`config.mk`:
```
export PLATFORM = sky130hd
export DESIGN_NAME = phi_tap_controller
export DESIGN_NICKNAME = d
export VERILOG_FILES = /design/src/rtl/godil_pkg.sv /design/src/rtl/diff_averager.sv /design/src/rtl/phi_tap_controller.sv
export SDC_FILE = /design/constraint.sdc
export NUM_CORES = 1
export LEC_CHECK = 0
export ABC_AREA = 1
export CORE_MARGIN = 1.5
export CORE_UTILIZATION = 60
export CTS_CLUSTER_DIAMETER = 40
export DETAILED_ROUTE_END_ITERATION = 8
export GPL_TIMING_DRIVEN = 1
export PLACE_DENSITY_LB_ADDON = 0.12
export SYNTH_ARGS = -nofsm -noshare
export SYNTH_HDL_FRONTEND = slang
export SYNTH_SLANG_ARGS = --single-unit
```
`constraint.sdc`:
```
create_clock -name eclk -period 4.9 [get_ports eclk]
set_input_delay 0.98 -clock eclk [delete_from_list [all_inputs] [get_ports eclk]]
set_output_delay 0.98 -clock eclk [all_outputs]
set_load 0.02 [all_outputs]
```
`src/rtl/godil_pkg.sv`:
```
// godil_pkg: shared types and constants for the phi0 delay-line tap path.
// The tap range constants are also used by the delay-line top and the display.
package godil_pkg;

    // Phase measurement width, in signed eclk ticks.
    localparam int MEAS_W = 16;
    localparam int ERR_W  = MEAS_W + 1;

    // Delay-line tap range.
    localparam int GODIL_TAP_W    = 13;
    localparam int GODIL_TAP_MIN  = 0;
    localparam int GODIL_TAP_MAX  = 4999;
    localparam int GODIL_TAP_INIT = 4686;

    // Tap controller states.
    typedef enum logic [1:0] {
        ST_MANUAL  = 2'd0,
        ST_SETTLE  = 2'd1,
        ST_ACQUIRE = 2'd2,
        ST_ADJUST  = 2'd3
    } tap_state_e;

    // Signed phase error of a window average against the target.
    // The result is one bit wider than the average, so it cannot wrap.
    function automatic logic signed [ERR_W-1:0] phase_error(
        input logic signed [MEAS_W-1:0] avg,
        input logic signed [ERR_W-1:0]  target
    );
        logic signed [ERR_W-1:0] avg_x;
        avg_x = ERR_W'(avg);
        return avg_x - target;
    endfunction

endpackage

```
`src/rtl/diff_averager.sv`:
```
// diff_averager: sums 2^AVG_LOG2 phase measurements and exposes the
// floor-rounded average. window_done is combinational so the controller
// can enter its adjust state on the very next cycle.
module diff_averager
    import godil_pkg::*;
#(
    parameter int AVG_LOG2 = 3
) (
    input  logic                     eclk,
    input  logic                     ereset,
    input  logic                     clear,
    input  logic                     meas_valid,
    input  logic signed [MEAS_W-1:0] meas_diff,
    output logic                     window_done,
    output logic signed [MEAS_W-1:0] avg
);

    // AVG_LOG2 guard bits make overflow impossible for a full window.
    localparam int ACC_W = MEAS_W + AVG_LOG2;
    localparam int CNT_W = (AVG_LOG2 > 0) ? AVG_LOG2 : 1;
    localparam logic [CNT_W-1:0] CNT_LAST = CNT_W'((2 ** AVG_LOG2) - 1);
    localparam logic [CNT_W-1:0] CNT_ONE  = CNT_W'(1);
    localparam logic [CNT_W-1:0] CNT_ZERO = CNT_W'(0);

    logic signed [ACC_W-1:0] acc_r;
    logic [CNT_W-1:0]        cnt_r;
    logic signed [ACC_W-1:0] diff_ext_s;

    assign diff_ext_s  = ACC_W'(meas_diff);
    assign window_done = meas_valid & ~clear & (cnt_r == CNT_LAST);
    // Arithmetic shift: rounds toward minus infinity.
    assign avg         = MEAS_W'(acc_r >>> AVG_LOG2);

    // Accumulate each accepted sample; clear discards a partial window.
    always_ff @(posedge eclk or posedge ereset) begin
        if (ereset) begin
            acc_r <= ACC_W'(0);
            cnt_r <= CNT_ZERO;
        end else if (clear) begin
            acc_r <= ACC_W'(0);
            cnt_r <= CNT_ZERO;
        end else if (meas_valid) begin
            acc_r <= acc_r + diff_ext_s;
            cnt_r <= (cnt_r == CNT_LAST) ? CNT_ZERO : (cnt_r + CNT_ONE);
        end else begin
            acc_r <= acc_r;
            cnt_r <= cnt_r;
        end
    end

endmodule

```
`src/rtl/phi_tap_controller.sv`:
```
// phi_tap_controller: closes the phase-tracking loop on the phi0 delay line.
// Auto mode averages phi0->phi2 measurements and steps the tap one position
// per window to null the error; manual mode follows the up/down buttons.
module phi_tap_controller
    import godil_pkg::*;
#(
    parameter int TAP_W      = GODIL_TAP_W,
    parameter int TAP_INIT   = GODIL_TAP_INIT,
    parameter int TAP_MAX    = GODIL_TAP_MAX,
    parameter int AVG_LOG2   = 3,
    parameter int TARGET     = 0,
    parameter int DEADBAND   = 2,
    parameter int LOCK_COUNT = 4,
    parameter int SETTLE     = 2
) (
    input  logic                     eclk,
    input  logic                     ereset,
    input  logic                     auto_en,
    input  logic                     meas_valid,
    input  logic signed [MEAS_W-1:0] meas_diff,
    input  logic                     btn_up,
    input  logic                     btn_dn,
    output logic [TAP_W-1:0]         tap,
    output logic                     locked,
    output logic                     tap_changed,
    output logic                     err_sat
);

    // Tap arithmetic is one bit wider so the clamp check sees -1 and MAX+1.
    localparam int TAP_XW   = TAP_W + 1;
    localparam int SETTLE_W = (SETTLE > 0) ? $clog2(SETTLE + 1) : 1;
    localparam int LOCK_W   = (LOCK_COUNT > 0) ? $clog2(LOCK_COUNT + 1) : 1;

    localparam logic [TAP_XW-1:0]     TAP_MAX_X   = TAP_XW'(TAP_MAX);
    localparam logic [TAP_XW-1:0]     TAP_MIN_X   = TAP_XW'(GODIL_TAP_MIN);
    localparam logic [TAP_XW-1:0]     TAP_ONE_X   = TAP_XW'(1);
    localparam logic [TAP_W-1:0]      TAP_INIT_V  = TAP_W'(TAP_INIT);
    localparam logic [SETTLE_W-1:0]   SETTLE_V    = SETTLE_W'(SETTLE);
    localparam logic [SETTLE_W-1:0]   SETTLE_ONE  = SETTLE_W'(1);
    localparam logic [SETTLE_W-1:0]   SETTLE_ZERO = SETTLE_W'(0);
    localparam logic [LOCK_W-1:0]     LOCK_V      = LOCK_W'(LOCK_COUNT);
    localparam logic [LOCK_W-1:0]     LOCK_ONE    = LOCK_W'(1);
    localparam logic [LOCK_W-1:0]     LOCK_ZERO   = LOCK_W'(0);
    localparam logic signed [ERR_W-1:0] TARGET_V  = ERR_W'(TARGET);
    localparam logic signed [ERR_W-1:0] DB_POS    = ERR_W'(DEADBAND);
    localparam logic signed [ERR_W-1:0] DB_NEG    = -DB_POS;

    tap_state_e state_r;
    tap_state_e state_nxt_s;

    logic [TAP_W-1:0]    tap_r,        tap_nxt_s;
    logic                locked_r,     locked_nxt_s;
    logic                changed_r,    changed_nxt_s;
    logic                err_sat_r,    err_sat_nxt_s;
    logic [LOCK_W-1:0]   lock_cnt_r,   lock_cnt_nxt_s;
    logic [SETTLE_W-1:0] settle_cnt_r, settle_cnt_nxt_s;
    logic                btn_up_d_r;
    logic                btn_dn_d_r;

    logic                up_edge_s;
    logic                dn_edge_s;
    logic [TAP_XW-1:0]   tap_inc_s;
    logic [TAP_XW-1:0]   tap_dec_s;
    logic                inc_ok_s;
    logic                dec_ok_s;
    logic                acc_clear_s;
    logic                sample_en_s;
    logic                window_done_s;
    logic signed [MEAS_W-1:0] avg_s;
    logic signed [ERR_W-1:0]  err_s;
    logic                in_band_s;
    logic                step_dn_s;
    logic                step_ok_s;
    logic [TAP_W-1:0]    step_tap_s;
    logic [LOCK_W-1:0]   lock_inc_s;

    // Edge history keeps tracking in every state so no stale edge fires later.
    assign up_edge_s = btn_up & ~btn_up_d_r;
    assign dn_edge_s = btn_dn & ~btn_dn_d_r;

    assign tap_inc_s = {1'b0, tap_r} + TAP_ONE_X;
    assign tap_dec_s = {1'b0, tap_r} - TAP_ONE_X;
    assign inc_ok_s  = (tap_inc_s <= TAP_MAX_X);
    assign dec_ok_s  = ~tap_dec_s[TAP_W] & (tap_dec_s >= TAP_MIN_X);

    // Only ACQUIRE with auto_en still high feeds the averager; leaving auto
    // mode in the same cycle drops the sample and the partial window.
    assign acc_clear_s = (state_r != ST_ACQUIRE) | ~auto_en;
    assign sample_en_s = (state_r == ST_ACQUIRE) & auto_en & meas_valid;

    diff_averager #(
        .AVG_LOG2 (AVG_LOG2)
    ) u_avg (
        .eclk        (eclk),
        .ereset      (ereset),
        .clear       (acc_clear_s),
        .meas_valid  (sample_en_s),
        .meas_diff   (meas_diff),
        .window_done (window_done_s),
        .avg         (avg_s)
    );

    // Positive error means phi2 is late, so the loop shortens the delay.
    assign err_s      = phase_error(avg_s, TARGET_V);
    assign in_band_s  = (err_s <= DB_POS) && (err_s >= DB_NEG);
    assign step_dn_s  = (err_s > DB_POS);
    assign step_ok_s  = step_dn_s ? dec_ok_s : inc_ok_s;
    assign step_tap_s = step_dn_s ? tap_dec_s[TAP_W-1:0] : tap_inc_s[TAP_W-1:0];
    assign lock_inc_s = (lock_cnt_r < LOCK_V) ? (lock_cnt_r + LOCK_ONE) : lock_cnt_r;

    // State register.
    always_ff @(posedge eclk or posedge ereset) begin
        if (ereset) begin
            state_r <= ST_MANUAL;
        end else begin
            state_r <= state_nxt_s;
        end
    end

    // Next-state logic; dropping auto_en wins in every auto state.
    always_comb begin
        state_nxt_s = state_r;
        case (state_r)
            ST_MANUAL: begin
                if (auto_en) state_nxt_s = ST_SETTLE;
                else         state_nxt_s = ST_MANUAL;
            end
            ST_SETTLE: begin
                if (!auto_en)                                          state_nxt_s = ST_MANUAL;
                else if (settle_cnt_r == SETTLE_ZERO)                  state_nxt_s = ST_ACQUIRE;
                else if (meas_valid && (settle_cnt_r == SETTLE_ONE))   state_nxt_s = ST_ACQUIRE;
                else                                                   state_nxt_s = ST_SETTLE;
            end
            ST_ACQUIRE: begin
                if (!auto_en)           state_nxt_s = ST_MANUAL;
                else if (window_done_s) state_nxt_s = ST_ADJUST;
                else                    state_nxt_s = ST_ACQUIRE;
            end
            ST_ADJUST: begin
                if (!auto_en)       state_nxt_s = ST_MANUAL;
                else if (in_band_s) state_nxt_s = ST_ACQUIRE;
                else if (step_ok_s) state_nxt_s = ST_SETTLE;
                else                state_nxt_s = ST_ACQUIRE;
            end
            default: state_nxt_s = ST_MANUAL;
        endcase
    end

    // Next values of the tap, status outputs and counters for each state.
    always_comb begin
        tap_nxt_s        = tap_r;
        locked_nxt_s     = locked_r;
        changed_nxt_s    = 1'b0;
        err_sat_nxt_s    = err_sat_r;
        lock_cnt_nxt_s   = lock_cnt_r;
        settle_cnt_nxt_s = settle_cnt_r;
        case (state_r)
            ST_MANUAL: begin
                locked_nxt_s   = 1'b0;
                lock_cnt_nxt_s = LOCK_ZERO;
                if (auto_en) settle_cnt_nxt_s = SETTLE_V;
                else         settle_cnt_nxt_s = settle_cnt_r;
                if (up_edge_s && !dn_edge_s && inc_ok_s) begin
                    tap_nxt_s     = tap_inc_s[TAP_W-1:0];
                    changed_nxt_s = 1'b1;
                    err_sat_nxt_s = 1'b0;
                end else if (dn_edge_s && !up_edge_s && dec_ok_s) begin
                    tap_nxt_s     = tap_dec_s[TAP_W-1:0];
                    changed_nxt_s = 1'b1;
                    err_sat_nxt_s = 1'b0;
                end else begin
                    tap_nxt_s = tap_r;
                end
            end
            ST_SETTLE: begin
                if (!auto_en) begin
                    locked_nxt_s   = 1'b0;
                    lock_cnt_nxt_s = LOCK_ZERO;
                end else if (meas_valid && (settle_cnt_r != SETTLE_ZERO)) begin
                    settle_cnt_nxt_s = settle_cnt_r - SETTLE_ONE;
                end else begin
                    settle_cnt_nxt_s = settle_cnt_r;
                end
            end
            ST_ACQUIRE: begin
                if (!auto_en) begin
                    locked_nxt_s   = 1'b0;
                    lock_cnt_nxt_s = LOCK_ZERO;
                end else begin
                    locked_nxt_s = locked_r;
                end
            end
            ST_ADJUST: begin
                if (!auto_en) begin
                    locked_nxt_s   = 1'b0;
                    lock_cnt_nxt_s = LOCK_ZERO;
                end else if (in_band_s) begin
                    lock_cnt_nxt_s = lock_inc_s;
                    locked_nxt_s   = (lock_inc_s == LOCK_V);
                end else begin
                    lock_cnt_nxt_s = LOCK_ZERO;
                    locked_nxt_s   = 1'b0;
                    if (step_ok_s) begin
                        tap_nxt_s        = step_tap_s;
                        changed_nxt_s    = 1'b1;
                        settle_cnt_nxt_s = SETTLE_V;
                    end else begin
                        err_sat_nxt_s = 1'b1;
                    end
                end
            end
            default: begin
                locked_nxt_s   = 1'b0;
                lock_cnt_nxt_s = LOCK_ZERO;
            end
        endcase
    end

    // Datapath registers; buttons reset high so a held button is not an edge.
    always_ff @(posedge eclk or posedge ereset) begin
        if (ereset) begin
            tap_r        <= TAP_INIT_V;
            locked_r     <= 1'b0;
            changed_r    <= 1'b0;
            err_sat_r    <= 1'b0;
            lock_cnt_r   <= LOCK_ZERO;
            settle_cnt_r <= SETTLE_ZERO;
            btn_up_d_r   <= 1'b1;
            btn_dn_d_r   <= 1'b1;
        end else begin
            tap_r        <= tap_nxt_s;
            locked_r     <= locked_nxt_s;
            changed_r    <= changed_nxt_s;
            err_sat_r    <= err_sat_nxt_s;
            lock_cnt_r   <= lock_cnt_nxt_s;
            settle_cnt_r <= settle_cnt_nxt_s;
            btn_up_d_r   <= btn_up;
            btn_dn_d_r   <= btn_dn;
        end
    end

    assign tap         = tap_r;
    assign locked      = locked_r;
    assign tap_changed = changed_r;
    assign err_sat     = err_sat_r;

endmodule

```
==> flow_summary.toml, run 1 <==
[logic_synthesis]
syn-num-nets = 657
synth_edf_count = 0
postSynthAreaPerCell_um2 = 6.85
synth-seq-cells = 47
synth_common_cells = "160 x nand2_1, 70 x inv_1, 55 x nand3_1, 43 x nor2_1, 39 x dfrtp_1"
async_flop_share = 1.00
yosysTopAreaCellShare = 0.236
ys_warn_count = 0
yosysSeqAreaShare = 0.287
synthTopCellsByArea = "dfrtp_1 24%, nand2_1 15%, ha_1 9.4%, nand3_1 6.7%, inv_1 6.4%"
yosysTopAreaCell = "dfrtp_1"
yosysUniqueCellTypes = 39
synth_area_um2 = 4130
synth.most_common_cell = "nand2_1"
ys.flop_type = "dfrtp_1"
syn_inst = 603

[timing]
grt_setup_unrepaired = "no"
max_slew_margin = 0.326
hold_viol = 0
finalCritPeriodShare = 0.637
clock_skew_ns = 0.0181
setup-violations-final = 0
tns_ns = 0
tightest_slew_ns = 1.01
period_minus_slack_ns = 3.12
fmax_ghz = 0.320
setup_ws_ns = 1.78
holdWs_ns = 0.490
maxSlewViolCount = 0

[placed_design]
post-place-ws_ns = 1.48
place.port_buffers = 37
dp_hpwl_um = 7850
finalWeightedCongestion = 0.901
dpl.cell_count = 706

[route]
drt_iter0_markers = 237
via_count = 4166
vias_per_cell = 5.83
drtPass1Iterations = 5
wl_per_cell_um = 14.4
ant_nets = 0
finalWirelength_um = 10200
drc = 0

[clocking]
insertion_delay_ns = 0.32
clockBufferDepth = 2
cts-hold-fix-buffers = 0
cts_tree = "done"
cts-resized-gates = 0
h-tree-depth = 2
cts_sinks = 47
cts_setup_buffers = 0
cts_buffers = 5
clk_pin_slew_worst_paths_ns = 0.08
cts.root.buffer_cell = "clkbuf_8"

[global_routing]
grt.total_usage = 0.291
antenna_found_initial = 0
grt_overflow = 0
grt_pass1_vias = 3996
grt_start_max_net_pins = 48
grt_pass1_wl_um = 17600

[floorplan]
ios = 38
dieArea_um2 = 7390
fp.coreArea_um2 = 6720
fp.dieW_um = 86.0
die_y_um = 86.0
rows = 30
start_util = 0.615

[final_layout]
fill_cells = 585
fin_cells = 714
antennaDiodeCount = 0
drive_above_1_share = 0.0568
nNetsFinal = 687
area_growth_pct = 12.1
final_core_util = 0.690

[critical_path]
worstPathMaxFanout = 4
startpoint_type = "input port"
reg2reg_setup_slack_ns = 2.00
cp.arrival_ns = 3.36
required_ns = 5.13
crit_type = "input port to flop"
end_kind = "flop"

[power_and_ir_drop]
cellPowerDensity_nw_per_um2 = 411
peakVddDrop_v = 0.000188
p_leak_nw = 2.33

[job]
max_cap_viol_count = 0

[outcome]
outcome = "finished clean"

[worst_hold_path]
hp-class = "flop to flop"
## cells in the final DEF, fill, tap and decap left out, types with 6 or more instances in the layout
cell	netlist	final
nand2_1	160	160
inv_1	70	69
nand3_1	55	55
nor2_1	43	43
dfrtp_1	39	39
o21ai_0	38	38
clkdlybuf4s50_1	0	37
a21oi_1	35	35
ha_1	31	31
nand4_1	23	23
xor2_1	15	15
nor3_1	9	9
dfstp_2	8	8
a22oi_1	6	6
## path summary, 6_finish.rpt
| path | end | start | cells after the start |
|---|---|---|---|
| worst max-delay path | u_avg.acc_r[18] | meas_diff[0] | 14 |
| worst min-delay path | settle_cnt_r[1] | settle_cnt_r[1] | 2 |
| worst max register to register | tap[0] | tap[1] | 16 |
| worst min register to register | settle_cnt_r[1] | settle_cnt_r[1] | 2 |
| max in group asynchronous | tap[4] | ereset | 2 |
| min in group asynchronous | u_avg.acc_r[2] | ereset | 2 |
## per-stage QoR
stage | power [mW] | instance area (um^2)
2_1_floorplan | 1.33 | 4130
3_3_place_gp | 1.58 | 4530
3_5_place_dp | 1.61 | 4530
4_1_cts | 1.90 | 4630
5_1_grt | 2.06 | 4630
6_report | 1.90 | 4630
## power breakdown
part,internal [mW],total [mW],switching [mW]
Combinational,0.374,0.997,0.623
Sequential,0.478,0.619,0.140
Clock,0.153,0.289,0.136
## state kept, by name (all words and copies together) (netlist names)
register / cells
u_avg.acc_r: 19
state_r: 2
locked: 1
settle_cnt_r: 2
u_avg.cnt_r: 3
tap_changed: 1
tap: 13
btn_up_d_r: 1
btn_dn_d_r: 1
err_sat: 1
lock_cnt_r: 3
## routing by layer
layer | vias up | wire length (um) | share of wire | track usage
met3 | 18 | 425 | 0.041 | 0.0318
met5 | - | 0 | 0 | 0
met4 | 0 | 193 | 0.019 | 0.103
met2 | 122 | 5160 | 0.50 | 0.525
li1 | 2087 | - | - | -
met1 | 1939 | 4460 | 0.44 | 0.361
## logic make-up (layout without fill, tap and decap cells)
| kind of cell | Yosys count | count (layout) | share of synthesized area |
|---|---|---|---|
| buffers and inverters | 88 | 119 | 0.0872 |
| XOR/XNOR | 17 | 17 | 0.0360 |
| flip-flops | 47 | 47 | 0.287 |
| adder cells (fa/ha/maj) | 32 | 32 | 0.0987 |
| AO/OA/AOI/OAI | 106 | 106 | 0.148 |
| AND/OR/NAND/NOR | 313 | 313 | 0.343 |
## cell type report
| cell class | instances | area, um^2 | area share |
|---|---|---|---|
| Clock buffer | 7 | 76.3 | 0.0165 |
| Clock inverter | 1 | 30.0 | 0.00648 |
| Inverter | 72 | 270 | 0.0583 |
| Multi-Input combinational cell | 468 | 2580 | 0.558 |
| Sequential cell | 47 | 1190 | 0.256 |
| Tap cell | 80 | 100 | 0.0216 |
| Timing Repair Buffer | 39 | 385 | 0.0832 |
## worst max-delay path, stage by stage
cell and delay (ns):
clkdlybuf4s50_1 0.40, ha_1 0.25, fa_1 0.41, nand3_1 0.09
nand3_1 0.09, inv_1 0.08, nor2_1 0.05, nor2_1 0.17
o21ai_0 0.25, a21oi_1 0.20, inv_1 0.07, a21oi_1 0.13
o21ai_0 0.11, o21ai_0 0.08
Power figures use the tool's default switching activity.
==> inputs of run 2 (changes only) <==
--- a/config.mk
+++ b/config.mk
@@ -7,7 +7,7 @@
 export LEC_CHECK = 0
 export ABC_AREA = 1
 export CORE_MARGIN = 1.5
-export CORE_UTILIZATION = 60
+export CORE_UTILIZATION = 59
 export CTS_CLUSTER_DIAMETER = 40
 export DETAILED_ROUTE_END_ITERATION = 8
 export GPL_TIMING_DRIVEN = 1
==> constraint.sdc (replaced) <==
create_clock -name eclk -period 3 [get_ports eclk]
set_input_delay 0.6 -clock eclk [delete_from_list [all_inputs] [get_ports eclk]]
set_output_delay 0.6 -clock eclk [all_outputs]
set_load 0.02 [all_outputs]
==> flow_summary.toml, run 2 (synthesis gave the netlist of run 1 again) <==
[final_layout]
nNetsFinal = 699
seq_area_um2 = 1190
largest_register_ffs = 19
largest-register = "u_avg.acc_r"
fin_cells = 742
multi_input_comb_area_um2 = 2580
area_growth_pct = 14.9
layout_common_cells = "160 x nand2_1, 69 x inv_1, 55 x nand3_1"
design_area_um2 = 4750
fill_cells = 585
final_core_util = 0.699
antennaDiodeCount = 0
drive_above_1_share = 0.0759
final_common_cell = "nand2_1"

[placed_design]
dpl_cell_area_um2 = 4640
finalWeightedCongestion = 0.955
post-place-ws_ns = 0.0170
place.port_buffers = 37
dp_hpwl_um = 8010
dpl.cell_count = 734

[global_routing]
grt_start_max_net_pins = 48
antenna_found_initial = 0
grt_pass1_vias = 3936
grt_pass1_wl_um = 17800
grt_overflow = 0
grt.total_usage = 0.294

[power_and_ir_drop]
cellPowerDensity_nw_per_um2 = 656
power_mw = 3.11
peakVddDrop_v = 0.000299
p_leak_nw = 2.38

[timing]
maxSlewViolCount = 0
fmax_ghz = 0.375
holdWs_ns = 0.505
tns_ns = 0
grt_setup_unrepaired = "no"
period_minus_slack_ns = 2.66
tightest_slew_ns = 0.606
finalCritPeriodShare = 0.888
max_slew_margin = 0.596
setup-violations-final = 0
setup_ws_ns = 0.337
hold_viol = 0
clock_skew_ns = 0.0138

[floorplan]
start_util = 0.608
die_y_um = 86.7
fp.dieW_um = 86.7
rows = 30
fp.coreArea_um2 = 6790
ios = 38
dieArea_um2 = 7510

[route]
ant_nets = 0
dr_wl_met3_um = 521
finalWirelength_um = 10500
met1_length_um = 4600
via_count = 4204
drtPass1Iterations = 4
wl_per_cell_um = 14.1
drt_iter0_markers = 269
highest_layer = "met4"
drc = 0
met2RoutedLength_um = 5170
vias_per_cell = 5.67

[critical_path]
crit_type = "input port to flop"
worstPathMaxFanout = 4
critPathLaunch = "meas_diff[0]"
required_ns = 3.23
reg2reg_setup_slack_ns = 0.39
crit_path_frequent_cell = "o21ai_0"
cp_slowest_cell = "clkdlybuf4s50_1"
startpoint_type = "input port"
cpPeakStageDelay_ns = 0.41
cp.arrival_ns = 2.89
path_cells = "clkdlybuf4s50_1, ha_1, fa_1, nand3_1, nand3_1, inv_1, nor2_1, nor2_1, o21ai_0, a21oi_1, inv_1, a21oi_1, o21ai_0, o21ai_0"
rr_startpoint = "tap[1]"
end_kind = "flop"
ff2ff_path_depth = 16
r2r_end = "tap[8]"

[clocking]
cts_buffers = 5
cts-hold-fix-buffers = 0
h-tree-depth = 2
cts.root.buffer_cell = "clkbuf_8"
cts_tree = "done"
cts_setup_buffers = 0
clk_pin_slew_worst_paths_ns = 0.10
cts_sinks = 47
clockBufferDepth = 2
cts-resized-gates = 0
insertion_delay_ns = 0.31

[worst_hold_path]
hold_path.startpoint = "u_avg.cnt_r[0]"
min_path_cells = 1
hp-class = "flop to flop"
hold_path_end = "u_avg.cnt_r[0]"

[outcome]
outcome = "finished clean"

[job]
max_cap_viol_count = 0
## run 2: changes by cell type in the layout (fill, tap and decap cells not counted)
cell,before,now
buf_4,2,14
clkbuf_1,2,1
clkinvlp_4,0,1
## run 2: layout make-up
cell class | instances | area share
Sequential cell | 47 | 0.250
Timing Repair Buffer | 51 | 0.100
Multi-Input combinational cell | 468 | 0.545
Tap cell | 96 | 0.0253
Clock buffer | 6 | 0.0153
Inverter | 72 | 0.0569
Clock inverter | 2 | 0.00791
## run 2: critical path, delay by kind of cell
kind	cells	cell delay, ns
fa+ha+maj	2	0.64
compound gates	5	0.68
buf+inv	3	0.55
simple gates	4	0.41
## run 2: power breakdown
part           total [mW]  internal (mW)  leakage (nW)  switching (mW)
sequential           1.00          0.781         0.611           0.220
combinational        1.63          0.627          1.72            1.01
clock               0.479          0.249        0.0514           0.230
total                3.11           1.66          2.38            1.46
## run 2: worst max-delay path by stage
stage	end	depth (start not counted)
after floorplan	tap[8]	17
after global placement	u_avg.acc_r[18]	13
after detailed placement	u_avg.acc_r[12]	16
after CTS	u_avg.acc_r[12]	16
after global routing	tap[8]	16
final	u_avg.acc_r[18]	14
## run 2: per-layer routing
layer / vias up / track usage
met5: - / 0
met4: 0 / 0.0821
met3: 18 / 0.0267
met2: 125 / 0.531
met1: 1954 / 0.374
li1: 2107 / -
==> variant 1, RTL diff (settings of run 2) <==
Re-encode `tap_state_e` (4 states) as one-hot, 4 bits wide.
--- a/src/rtl/godil_pkg.sv
+++ b/src/rtl/godil_pkg.sv
@@ -15,7 +15,7 @@
     // Tap controller states.
-    typedef enum logic [1:0] {
-        ST_MANUAL  = 2'd0,
-        ST_SETTLE  = 2'd1,
-        ST_ACQUIRE = 2'd2,
-        ST_ADJUST  = 2'd3
+    typedef enum logic [3:0] {
+        ST_MANUAL  = 4'b0001,
+        ST_SETTLE  = 4'b0010,
+        ST_ACQUIRE = 4'b0100,
+        ST_ADJUST  = 4'b1000
     } tap_state_e;
Behaviour: same outputs for any inputs over 10 cycles, from zero or initial values and one cycle with ereset high; not proved beyond that.
==> variant 1 against run 2 <==
Register-to-register slack got worse by 0.19 ns. Highest routed layer unchanged. Final area decreased by 2.0%. Routed wire length is 3.4% lower. Worst setup slack worse by 0.14 ns. Die area is 1.8% lower. Area after synthesis fell by 1.9%. Sequential cell count rose by 2. Total power down 13%. Critical endpoint is now tap[11].
==> variant 1: results <==
[routing]
drtIter0Drc = 384
via_per_inst = 5.75
wire_per_inst_um = 14.0
firstDrtPassIters = 5

[logic_synthesis]
synth-adder-area-share = 0.0852
seq_area_frac_synth = 0.305
synth_compound_area_frac = 0.148
synth_xor_area_frac = 0.0259
synthArstFlopShare = 1.00
synth_area_leaders = dfrtp_1, nand2_1, ha_1, inv_1, nand3_1
synthesis.nets = 646
syn-instance-count = 597
synth.distinct_cells = 44
synth-main-ff-cell = dfrtp_1
synthMuxAreaShare = 0
synth_common_cells = nand2_1, inv_1, nand3_1

[finish]
regMostFlops = u_avg.acc_r
diodes = 0
layout-drive-gt1-share = 0.0728
fin_cells = 726
final_common_cell = nand2_1
largest_reg_flops = 19
fin_nets = 694

[worst_setup_path]
cp_max_fo = 15
r2r_slack_ns = 0.20
arrival_ns = 3.01
reg2reg_depth = 18

[clock_tree]
cts.htree.levels = 2
cts-root-buf = clkbuf_8
postCtsSetupBuffers = 0
cts_max_path_buffers = 2
cts_made_buffers = 5
clk_latency_ns = 0.31

[global_routing]
grt_pass1_wl_mm = 17.1
grt_pass1_vias = 3812
grt_max_degree = 50
grt_util_all_layers = 0.287

[min_path]
holdPathStages = 2
hp-class = register to register

[placement]
dp_hpwl_mm = 7.72
dp.cells = 718
gp_congestion = 0.979
numPortBuffers = 37

[power_and_ir_drop]
peakVddDrop_v = 0.000362
leakagePower_nw = 2.30
swShare = 0.457

[timing]
worstMarginPinSlew_ns = 0.614
fin_skew_ns = 0.0139

[status]
outcome = complete, no violations
variant 1: critical path, cell delays in order, from the launching register on:
cell,delay (ns)
dfstp_2,0.63
ha_1,0.23
nand2_1,0.12
nor2_4,0.18
nand3_1,0.10
nand2_1,0.09
nand3_1,0.08
nor2_1,0.20
nand2_1,0.09
nand2_1,0.08
nand2_2,0.07
nand2_4,0.13
nand2_4,0.12
nand2_2,0.08
nand2_2,0.06
nand2_4,0.18
inv_4,0.12
nand2_1,0.07
nand2_1,0.05
variant 1: cells by family after synthesis:
kind of cell	count (synthesis)
AND/OR/NAND/NOR	320
AO/OA/AOI/OAI	104
buffers and inverters	85
flip-flops	49
adder cells (fa/ha/maj)	27
XOR/XNOR	12
variant 1: metal layers:
metal  track usage  up-vias  share of wire
met3        0.0327       11          0.067
met2         0.457      189           0.45
met5             0        -              0
met1         0.410     1883           0.47
met4        0.0909        0          0.013
li1              -     2091              -
variant 1: path summary, 6_finish.rpt:
check                       start               to
max                        tap[1]          tap[11]
min                        locked           locked
max reg2reg                tap[1]          tap[11]
min reg2reg                locked           locked
max in group asynchronous  ereset  u_avg.acc_r[10]
min in group asynchronous  ereset           tap[7]
variant 1: area by class of cell:
type | instances | area [um^2]
Multi-Input combinational cell | 463 | 2480
Fill cell | 603 | 2070
Sequential cell | 49 | 1240
Timing Repair Buffer | 50 | 468
Inverter | 76 | 288
Tap cell | 80 | 100
Clock buffer | 7 | 76.3
Clock inverter | 1 | 7.51
variant 1: power by group through the flow:
stage | Clock, mW | Sequential (mW) | Combinational [mW]
2_1_floorplan | 0 | 1.00 | 0.924
3_3_place_gp | 0 | 0.970 | 1.30
3_5_place_dp | 0 | 0.977 | 1.33
4_1_cts | 0.406 | 0.963 | 1.34
5_1_grt | 0.422 | 0.988 | 1.53
6_report | 0.398 | 0.965 | 1.36
variant 1: metrics by stage:
step                       util  worst slack [ns]  hold slack (ns)  area [um^2]
final                     0.693             0.195            0.495         4650
after detailed placement  0.679            0.0600            0.462         4560
after global routing      0.693            0.0277            0.509         4650
after global placement    0.679            0.0940            0.456         4560
after CTS                 0.692             0.185            0.495         4650
after floorplan               -             0.541            0.442         4050
variant 1: repair_timing:
action,in CTS,in global routing
resized for setup,0,1
endpoints found under the setup margin,0,13
endpoints found under the hold margin,0,0
==> variant 2, RTL diff (config.mk and constraints of run 2) <==
Made on the original files. Change the package constant `GODIL_TAP_MAX` from 4999 to 2499.
--- a/src/rtl/godil_pkg.sv
+++ b/src/rtl/godil_pkg.sv
@@ -11,3 +11,3 @@
     localparam int GODIL_TAP_MIN  = 0;
-    localparam int GODIL_TAP_MAX  = 4999;
+    localparam int GODIL_TAP_MAX  = 2499;
     localparam int GODIL_TAP_INIT = 4686;
Function: changed (Yosys sat finds a counterexample within 4 cycles, from zero or initial values and one cycle with ereset high).
==> variant 2 against run 2 <==
Total power fell by 0.81%. Non-clock buffer count fell by 6. Routed wire length shrank 4.5%. Area after synthesis decreased by 0.55%. Sequential cell count did not move. Worst setup slack lost 0.043 ns. Count of clock-buffer cells in the layout increased by 1. Final area decreased by 2.2%. Critical endpoint unchanged.
==> variant 2: results <==
[routing]
dr_wl_met2_mm = 4.85
drtIter0Drc = 219
firstDrtPassIters = 5
wl_met1_mm = 4.45
wire_per_inst_um = 14.2
drt_wl_total_mm = 10.0
via_per_inst = 5.75

[logic_synthesis]
synth.avg_cell_area_um2 = 6.98
synth-adder-area-share = 0.0993
synth_area_leaders = dfrtp_1, nand2_1, ha_1, nand3_1, inv_1
synth.distinct_cells = 43
synth_common_cells = nand2_1, inv_1, nand3_1
synthesis.nets = 643
synth_xor_area_frac = 0.0320
synth_compound_area_frac = 0.146

[placement]
dp.cells = 698
placed_area_um2 = 4530
pre_cts_ws_ns = 0.0423
gp_congestion = 0.921

[global_routing]
grt_pass1_wl_mm = 16.7
grt_pass1_vias = 3749
grt_max_degree = 22
grt_util_all_layers = 0.277

[power_and_ir_drop]
power_mw = 3.09
powerClk_mw = 0.468
peakVddDrop_v = 0.000229
swShare = 0.469
leakagePower_nw = 2.34

[finish]
layout-drive-gt1-share = 0.0831
multi_input_area_um2 = 2540
fin_nets = 679

[worst_setup_path]
reg2reg_depth = 15
r2r-end = tap[7]
r2r_slack_ns = 0.32

[min_path]
hold_start = settle_cnt_r[1]
min_to = settle_cnt_r[1]

[timing]
slew_headroom = 0.613
fin_skew_ns = 0.00692
holdWs_ns = 0.501

[status]
outcome = complete, no violations
==> variant 2: cell types whose count changed after synthesis, sizes merged, moves of 4 or more <==
cell	delta
nor2	-11
nand2	-5
nand3	+5
nand4	-5
inv	+4
==> variant 2: critical path, stage by stage <==
cell	delay, ns
clkdlybuf4s50_1	0.40
ha_1	0.22
fa_1	0.41
nand3_1	0.09
nand3_1	0.11
a21oi_1	0.26
o21ai_0	0.28
a21oi_1	0.19
inv_1	0.07
a21oi_1	0.12
o21ai_0	0.10
o21ai_0	0.07
==> variant 2: per-layer routing <==
layer  vias up  track usage
li1       2041            -
met4         0       0.0982
met1      1868        0.364
met5         -            0
met3        21       0.0362
met2       133        0.471
==> variant 2: worst max path at each step <==
stage / startpoint / end / slack [ns]
6_report: meas_diff[0] / u_avg.acc_r[18] / 0.29
5_1_grt: tap[1] / tap[12] / 0.07
4_1_cts: tap[1] / tap[7] / 0.27
3_5_place_dp: meas_diff[0] / u_avg.acc_r[18] / 0.04
3_3_place_gp: meas_diff[0] / u_avg.acc_r[18] / 0.13
2_1_floorplan: tap[1] / tap[0] / 0.67
==> variant 2: kinds of logic (layout without fill, tap and decap cells) <==
| group | after synthesis | in the layout |
|---|---|---|
| simple gates | 301 | 301 |
| compound gates | 103 | 103 |
| buf+inv | 91 | 128 |
| flops | 47 | 47 |
| fa+ha+maj | 32 | 32 |
| xor+xnor | 15 | 15 |
==> variant 2: final cells by class <==
cell class	count	area share
multi-input cells	451	0.547
flip-flops and latches	47	0.256
repair buffers	45	0.0927
inverters	75	0.0607
well taps	80	0.0216
clock buffers	7	0.0164
clock inverters	1	0.00647
==> variant 2: what timing repair did <==
| action | in CTS | in global routing |
|---|---|---|
| hold endpoints to repair | 0 | 0 |
| gates resized for setup | 0 | 1 |
| endpoints found under the setup margin | 0 | 2 |
